[src/rtl/life_sequencer.sv]
// Sequencer for the cellular-grid datapath: clear, optional LFSR seeding,
// then rate-divided generation ticks with pause/single-step/reseed/limit.
module life_sequencer #(
  parameter int RATE        = 4,
  parameter int SEED_CYCLES = 3,
  parameter int GEN_WIDTH   = 8,
  parameter int MAX_GEN     = 0
) (
  input  logic                 clk,
  input  logic                 reset,
  input  logic                 start,
  input  logic                 lfsr_load,
  input  logic                 pause,
  input  logic                 step,
  output logic                 grid_rst,
  output logic                 seed_load,
  output logic                 grid_en,
  output logic [GEN_WIDTH-1:0] gen_count,
  output logic                 busy,
  output logic                 done
);

  localparam int DW = (RATE > 1) ? $clog2(RATE) : 1;
  localparam int SW = (SEED_CYCLES > 1) ? $clog2(SEED_CYCLES) : 1;
  localparam logic [DW-1:0]        DIV_MAX  = DW'(RATE - 1);
  localparam logic [SW-1:0]        SEED_MAX = SW'(SEED_CYCLES - 1);
  localparam logic [GEN_WIDTH-1:0] GEN_LIM  = GEN_WIDTH'(MAX_GEN);

  typedef enum logic [2:0] {
    S_IDLE, S_CLEAR, S_SEED, S_RUN, S_PAUSE, S_DONE
  } state_e;

  state_e               state_q, state_d;
  logic [DW-1:0]        div_q, div_d;
  logic [SW-1:0]        seed_q, seed_d;
  logic [GEN_WIDTH-1:0] gen_q, gen_d;
  logic                 en_q, en_d;
  logic                 lfsr_q, step_q;
  logic                 lfsr_rise, step_rise, tick;

  assign lfsr_rise = lfsr_load & ~lfsr_q;
  assign step_rise = step & ~step_q;

  always_ff @(posedge clk or posedge reset) begin
    if (reset) begin
      state_q <= S_IDLE;
      div_q   <= '0;
      seed_q  <= '0;
      gen_q   <= '0;
      en_q    <= 1'b0;
      lfsr_q  <= 1'b0;
      step_q  <= 1'b0;
    end else begin
      state_q <= state_d;
      div_q   <= div_d;
      seed_q  <= seed_d;
      gen_q   <= gen_d;
      en_q    <= en_d;
      lfsr_q  <= lfsr_load;
      step_q  <= step;
    end
  end

  always_comb begin
    state_d = state_q;
    div_d   = div_q;
    seed_d  = seed_q;
    gen_d   = gen_q;
    en_d    = 1'b0;
    tick    = 1'b0;
    case (state_q)
      S_IDLE: if (start) state_d = S_CLEAR;
      S_CLEAR: begin
        gen_d   = '0;
        div_d   = '0;
        seed_d  = '0;
        state_d = lfsr_load ? S_SEED : S_RUN;
      end
      S_SEED: begin
        if (seed_q == SEED_MAX) begin
          state_d = S_RUN;
          div_d   = '0;
        end else begin
          seed_d = seed_q + SW'(1);
        end
      end
      S_RUN: begin
        if (lfsr_rise)           state_d = S_CLEAR;
        else if (pause)          state_d = S_PAUSE;
        else if (div_q == DIV_MAX) begin
          div_d = '0;
          tick  = 1'b1;
        end else begin
          div_d = div_q + DW'(1);
        end
      end
      S_PAUSE: begin
        // Divider is frozen here so resuming continues the interrupted interval.
        if (lfsr_rise) state_d = S_CLEAR;
        else begin
          if (step_rise) tick = 1'b1;
          if (!pause)    state_d = S_RUN;
        end
      end
      S_DONE: ;
      default: state_d = S_IDLE;
    endcase

    if (tick) begin
      en_d  = 1'b1;
      gen_d = gen_q + GEN_WIDTH'(1);
      if (MAX_GEN != 0 && gen_d == GEN_LIM) state_d = S_DONE;
    end

    // Abort has top priority; counters return to zero so IDLE shows all-zero outputs.
    if (state_q != S_IDLE && !start) begin
      state_d = S_IDLE;
      en_d    = 1'b0;
      gen_d   = '0;
      div_d   = '0;
      seed_d  = '0;
    end
  end

  assign grid_rst  = (state_q == S_CLEAR);
  assign seed_load = (state_q == S_SEED);
  assign grid_en   = en_q;
  assign gen_count = gen_q;
  assign busy      = (state_q != S_IDLE) && (state_q != S_DONE);
  assign done      = (state_q == S_DONE);

endmodule

[config.mk]
export PLATFORM = sky130hd
export DESIGN_NAME = life_sequencer
export DESIGN_NICKNAME = d
export VERILOG_FILES = /design/src/rtl/life_sequencer.sv
export SDC_FILE = /design/constraint.sdc
export NUM_CORES = 1
export LEC_CHECK = 0
export BUFFER_PORTS_ARGS = -buffer_cell sky130_fd_sc_hd__buf_4
export CAP_MARGIN = 20
export CORE_ASPECT_RATIO = 1.75
export CORE_MARGIN = 2
export CORE_UTILIZATION = 30
export CTS_CLUSTER_SIZE = 40
export DETAILED_ROUTE_END_ITERATION = 8
export PLACE_DENSITY = 0.53
export SLEW_MARGIN = 20
export SYNTH_ARGS = -nofsm -noshare
export SYNTH_HDL_FRONTEND = slang
export SYNTH_SLANG_ARGS = --single-unit
[constraint.sdc]
create_clock -name clk -period 2.05 [get_ports clk]
set_input_delay 0 -clock clk [delete_from_list [all_inputs] [get_ports clk]]
set_output_delay 0 -clock clk [all_outputs]
set_load 0.01 [all_outputs]
== Yosys cells after proc, flatten, opt, wreduce, memory -nomap -nowiden ==
Cells that the tools add are included.
Storage, ports and cells
  flip-flop bits (word level): 18
  latch bits: 0
  RAM bits: 0
  ROM bits: 0
  input port bits: 6
  output and inout bits: 13
  memories kept: 0
Cells by class
  add/sub/neg operators: 3
  $mul: 0
  divide/modulo/power cells: 0
  $lt $le $gt $ge: 0
  equal/unequal tests: 16
  shift-type cells: 0
  muxes and demuxes: 29
  bitwise operators: 4
  reductions and logical operators: 11
Operators with widths (count)
  $mux W8: 3
  $mux W3: 7
  $pmux W3 S6: 1
  $mux W2: 7
  $ne A3 B3 Y1 const B: 4
  $reduce_bool A3 Y1: 3
  $add A8 B1 Y8 const B: 1
  $mux W1: 8
  $ne A4 B4 Y1 const B: 2
  $eq A3 B2 Y1 const B: 2
  $eq A3 B3 Y1 const B: 2
  $pmux W2 S3: 1
  $reduce_and A5 Y1: 1
  $add A2 B1 Y2 const B: 2
  $eq A2 B2 Y1 const B: 2
  $pmux W2 S2: 1
  $reduce_and A4 Y1: 1
  $reduce_bool A4 Y1: 1
  $eq A3 B1 Y1 const B: 1
  $logic_not A3 Y1: 1
  $ne A3 B1 Y1 const B: 1
  $ne A3 B2 Y1 const B: 1
  $and A1 B1 Y1: 2
  $logic_and A1 B1 Y1: 2
  5 further kinds: 6

== Depth between registers and ports, before layout ==
Gate-level depths: netlist of the first run.
  depth after elaboration: 7
  mapped depth: 6
  gate-level depth less buffers: 6

== Worst setup path before layout of the first run ==
Ideal clock, no wire load.
  path type: register -> register
  start point: register state_q[2]
  end point: register gen_q[4] (netlist: gen_count[4])
  setup time: 0.126 ns
  arrival: 1.557 ns
  setup slack: 0.367 ns
  stages on the path, launching flop included: 7
  cells stage by stage: dfrtp_1 -> buf_2 -> and4bb_4 -> a22oi_4 -> o21ba_1 -> buf_6 -> a221o_1
On the way
  cells in the longest elaborated chain, start to end: 4
RTL lines
  start: declaration: line 33  | state_e state_q, state_d;
  start signal: assignment: line 54  | state_q <= state_d;
  $eq A3 B3 Y1 or $eq A3 B2 Y1 (tied branches): line 71  | case (state_q)
  $pmux W1 S2: line 71
  $mux W8: line 109  | if (tick) begin
  $mux W8: line 116  | if (state_q != S_IDLE && !start) begin
  end signal: assignment: line 57  | gen_q <= gen_d;
  end: declaration: line 36  | logic [GEN_WIDTH-1:0] gen_q, gen_d;
Parallel ways exist; a longest one is shown, timed or not.
A chain may end at the register's enable or synchronous reset.

== Worst setup path after layout of the first run ==
  start point: register state_q[0]
  end point: register gen_q[4] (netlist: gen_count[4])
The elaborated chain is that of the path after synthesis.

==> flow_metrics.tcl, run 1 <==
set metrics [dict create \
    antenna_found_initial 0 \
    mostFrequentLayoutCell "buf_4" \
    setup_viol 0 \
    tightest_slew_ns 0.6814 \
    relSlewSlack_pct 54.52 \
    finalNetCount 151 \
    critPathRequiredTime_ns 2.18 \
    crit_chain "and4bb_4, a22oi_4, o21ba_1, a221o_1" \
    post-route-util_pct 37.42 \
    layout_common_cells "buf_4, dfrtp_1, nand2_1, nor2_1, nand2b_1" \
    cts.path.max_buffers 2 \
    synth_top_area_share_pct 38.26 \
    maxCapViolations 0 \
    die_h_um 86.88 \
    synth_simple_gate_area_share_pct 27.52 \
    syn-num-nets 130 \
    synth_compound_area_share_pct 22.10 \
    synthCells 121 \
    die_x_um 51.36 \
    cts_made_buffers 3 \
    muxShareOfSynthArea_pct 2.869 \
    num_rows 30 \
    power.total_uw 1349 \
    grt_usage_pct 12.91 \
    ys_seq_area_share_pct 38.26 \
    cts_tree "built" \
    synth_top_family_by_area "simple AND/OR/NAND/NOR gates" \
    report.final.slew_viol_count 0 \
    clock_skew_ns 0.002919 \
    end_kind "flip-flop" \
    synthAdderAreaFrac_pct 3.188 \
    vias 1004 \
    drive_above_1_share_pct 24.11 \
    outcome "completed" \
    dp_hpwl_mm 1.982 \
    crit_type "reg -> reg" \
    io_buffers 18 \
    max_stage_delay_ns 0.66 \
    htree_levels 1 \
    finalCritPeriodShare_pct 94.16 \
    start_util_pct 30.75 \
    grt_pass1_vias 954 \
    clkTransAtPathRegs_ns 0.07 \
    rsz0062_at_grt "no" \
    syn_avg_cell_area_um2 9.730 \
    nFillCells 378 \
    cts_num_sinks 18 \
    p_per_area_mw_per_mm2 941.3 \
    whs_ns 0.1081 \
    gr-total-overflow 0 \
    cp_top_family "compound AO/OA/AOI/OAI gates" \
    io_pins 19 \
    crit_slowest_cell "dfrtp_1" \
    n_antenna_cell 0 \
    postRouteAntennaNets 0 \
    syn_to_final_growth_pct 21.68 \
    yosysUniqueCellTypes 44 \
    yosys.area_share.xor_xnor_pct 0.7439 \
    insertion_delay_ns 0.25 \
    wl_mm 2.647 \
    synth_top_area_cell "dfrtp_1" \
    syn_area_mm2 0.001177 \
    timing.final.ws_setup_ns 0.1197 \
    vias_per_cell 5.312 \
    synth_warnings 0 \
    core_region_area_mm2 0.003829 \
    hold_path.class "in -> reg" \
    die-area_mm2 0.004461 \
    grt_max_degree 19 \
    wire_per_inst_um 14.01 \
    peakVddDrop_v 0.0004201 \
    cts_setup_buffers 0 \
    first_pass_iters 4 \
    p_leak_uw 0.0006665 \
    place_ws_ns 0.1527 \
    startpoint_type "flip-flop" \
    synthTopCellsByArea "dfrtp_1, ha_1, nand2b_1" \
    worstPathMaxFanout 16 \
    post-route-min-period_ns 1.930 \
    ys_seq_elements 18 \
    cp_data_arrival_time_ns 2.06 \
    drc_errors 0 \
    grt_pass1_wl_mm 4.340 \
    path_buf_inv 0 \
    place_congestion 0.7878 \
    drt_iter0_markers 16 \
    hold_viol 0 \
    clockRootBuffer "clkbuf_8" \
    fmax_mhz 518.0 \
    tns_ns 0 \
]
metrics by stage:
stage	cells	cell area (um2)
final	189	1433
after global routing	189	1433
after CTS	189	1433
after detailed placement	182	1348
after global placement	182	1348
after floorplan	121	1177
worst paths after layout:
path                                  from            to  slack [ns]  cells after the start
max in group asynchronous            reset        lfsr_q        1.21                      3
min in group asynchronous            reset      div_q[0]        0.41                      3
worst min-delay path                 start     seed_q[0]        0.11                      3
worst max register to register  state_q[0]  gen_count[4]        0.12                      4
worst min register to register    div_q[1]      div_q[1]        0.52                      1
worst max-delay path            state_q[0]  gen_count[4]        0.12                      4
power by group:
part           switching [uW]  internal [uW]  leakage [uW]
Combinational             284            267      0.000395
Clock                     118            170     0.0000288
Sequential                113            396      0.000243
Total                     515            833      0.000667
flip-flops by register name, indices dropped and copies added (netlist names):
| register | count |
|---|---|
| lfsr_q | 1 |
| seed_q | 2 |
| div_q | 2 |
| gen_count | 8 |
| state_q | 3 |
| step_q | 1 |
| grid_en | 1 |
metal layers:
| metal | track usage (%) | wire length [um] |
|---|---|---|
| met4 | 7.177 | 90 |
| met3 | 1.546 | 115 |
| met1 | 15.14 | 1126 |
| met2 | 22.31 | 1314 |
| met5 | 0 | 0 |
layout make-up:
cell class	count	area (um2)	share of cell area, %
clock buffer	4	55.05	3.843
inverter	4	15.01	1.048
multi-input combinational	91	664.4	46.38
sequential	18	450.4	31.44
tap	48	60.06	4.192
timing repair buffer	24	187.7	13.10
worst reg2reg max path, stage by stage, from the launching register on:
cell and delay (ns):
dfrtp_1 0.66, and4bb_4 0.34, a22oi_4 0.12, o21ba_1 0.31
a221o_1 0.39
cells in the mapped netlist (all sizes together):
master	instances
o22a	1
o21a	2
a31oi	2
a22oi	1
a21bo	1
nor3	3
nand3	2
nor2b	5
a21o	1
nor4bb	1
or2	1
o32ai	1
and4bb	1
nor3b	1
nor2	6
nand3b	3
a2111oi	1
inv	4
o211ai	5
nand2	8
a22o	2
a221o	3
a32oi	1
a21oi	3
ha	3
or3	3
dfrtp	18
nor4	5
nand2b	6
o21ba	1
o22ai	2
mux2	3
clkbuf	4
xor2	1
nor4b	2
buf	4
nand4b	1
a211o	1
o21ai	4
and2	3
a21boi	1
kinds of logic (layout without fill, tap and decap cells):
group / count (synthesis) / count (layout)
muxes: 3 / 3
DFF: 18 / 18
and+or+nand+nor: 51 / 51
adders and majority gates: 3 / 3
buffers and inverters: 12 / 32
xor gates and xnor gates: 1 / 1
AOI/OAI and AO/OA: 33 / 33
timing repair:
item | CTS | global route
hold buffers | 3 | 0
endpoints found under the hold margin | 20 | 0
gates resized for setup | 0 | 0
Power figures use the tool's default switching activity.
==> inputs of run 2 (changes only) <==
--- a/config.mk
+++ b/config.mk
@@ -12,7 +12,9 @@
 export CORE_UTILIZATION = 30
 export CTS_CLUSTER_SIZE = 40
 export DETAILED_ROUTE_END_ITERATION = 8
+export MAX_ROUTING_LAYER = met4
 export PLACE_DENSITY = 0.53
+export RECOVER_POWER = 25
 export SLEW_MARGIN = 20
 export SYNTH_ARGS = -nofsm -noshare
 export SYNTH_HDL_FRONTEND = slang
==> flow_metrics.tcl, run 2 (synthesized netlist as in run 1, its figures left out) <==
set metrics [dict create \
    cts_resized 0 \
    worstPathMaxFanout 16 \
    die_h_um 86.88 \
    cts_setup_buffers 0 \
    clkTransAtPathRegs_ns 0.07 \
    hold_path.class "in -> reg" \
    finalCritPeriodShare_pct 93.57 \
    swShare_pct 38.10 \
    p_leak_uw 0.0006240 \
    grt_usage_pct 13.27 \
    htree_levels 1 \
    drc_errors 0 \
    seqPwrFrac_pct 37.9 \
    post-route-cell-area_mm2 0.001395 \
    first_pass_iters 4 \
    vias 992 \
    grt_pass1_wl_mm 4.333 \
    grt_max_degree 19 \
    io_pins 19 \
    largest_reg_flops 8 \
    start_util_pct 30.75 \
    n_antenna_cell 0 \
    rsz0062_at_grt "no" \
    power_frac_comb_pct 40.6 \
    cts_tree "built" \
    p_sw_uw 512.0 \
    grt_pass1_vias 954 \
    ff2ff_setup_slack_ns 0.13 \
    layout_common_cells "dfrtp_1, clkbuf_1, buf_4, nand2_1" \
    dp_hpwl_mm 1.982 \
    gr-total-overflow 0 \
    insertion_delay_ns 0.25 \
    fmax_mhz 521.3 \
    post-route-min-period_ns 1.918 \
    outcome "completed" \
    setup_viol 0 \
    tns_ns 0 \
    hold_buffers 3 \
    die-area_mm2 0.004461 \
    maxCapViolations 0 \
    wl_mm 2.605 \
    finalNetCount 151 \
    relSlewSlack_pct 54.62 \
    report.final.slew_viol_count 0 \
    io_buffers 18 \
    core_region_area_mm2 0.003829 \
    pwr-share-clk_pct 21.5 \
    place_congestion 0.7988 \
    critPathRequiredTime_ns 2.18 \
    end_kind "flip-flop" \
    cts_num_sinks 18 \
    internal_power_uw 831.7 \
    num_rows 30 \
    clockRootBuffer "clkbuf_8" \
    startpoint_type "flip-flop" \
    drt_iter0_markers 31 \
    antenna_found_initial 0 \
    crit_type "reg -> reg" \
    cts.path.max_buffers 2 \
    die_x_um 51.36 \
    clock_skew_ns 0.002698 \
    cts_made_buffers 3 \
    p_per_area_mw_per_mm2 963.2 \
    drive_above_1_share_pct 17.02 \
    hold_viol 0 \
    power.total_uw 1344 \
    mostFrequentLayoutCell "dfrtp_1" \
    syn_to_final_growth_pct 18.49 \
    tightest_slew_ns 0.6800 \
    place_area_mm2 0.001348 \
    postRouteAntennaNets 0 \
    peakVddDrop_v 0.0004175 \
    wire_per_inst_um 13.78 \
    vias_per_cell 5.249 \
    cp_data_arrival_time_ns 2.05 \
    nFillCells 387 \
]
==> run 2: power by group through the flow <==
stage / Sequential, uW / Clock, uW / Combinational (uW)
floorplan: 438 / 0 / 505
global placement: 509 / 0 / 539
detailed placement: 515 / 0 / 547
CTS: 507 / 300 / 551
global route: 521 / 318 / 617
finish: 510 / 288 / 546
==> run 2: worst paths after layout <==
check,depth (start not counted),to,start
worst max-delay path,4,gen_count[4],state_q[0]
max in group asynchronous,3,lfsr_q,reset
worst min register to register,1,div_q[1],div_q[1]
worst max register to register,4,gen_count[4],state_q[0]
min in group asynchronous,3,div_q[0],reset
worst min-delay path,3,seed_q[0],start
==> run 2: per-stage QoR <==
| step | util [%] | std cells | worst slack (ns) | hold slack (ns) |
|---|---|---|---|---|
| 3_5_place_dp | 35.20 | 182 | 0.1527 | 0.1275 |
| 3_3_place_gp | 35.20 | 182 | 0.2066 | 0.1271 |
| 2_1_floorplan | - | 121 | 0.3666 | -0.06143 |
| 5_1_grt | 36.44 | 189 | 0.02643 | 0.1227 |
| 6_report | 36.44 | 189 | 0.1319 | 0.1067 |
| 4_1_cts | 37.42 | 189 | 0.1408 | 0.1026 |
==> run 2: final cells by class <==
type                    count  area, um2  share of cell area (%)
repair buffers             24      150.1                   10.76
inverters                   4      15.01                   1.076
flip-flops and latches     18      450.4                   32.29
multi-input cells          91      664.4                   47.62
clock buffers               4      55.05                   3.946
well taps                  48      60.06                   4.305
==> run 2: metal layers <==
layer / track usage [%] / vias up / routed length [um]
met3: 1.546 / 9 / 91
met4: 7.177 / 0 / 90
met1: 15.14 / 459 / 1121
met5: - / - / 0
met2: 22.31 / 29 / 1301
li1: - / 495 / -
==> run 2: worst max-delay path, cell delays in order, from the launching register on <==
cell and delay [ns]:
dfrtp_1 0.66, and4bb_4 0.34, a22oi_4 0.12, o21ba_1 0.30, a221o_1 0.38
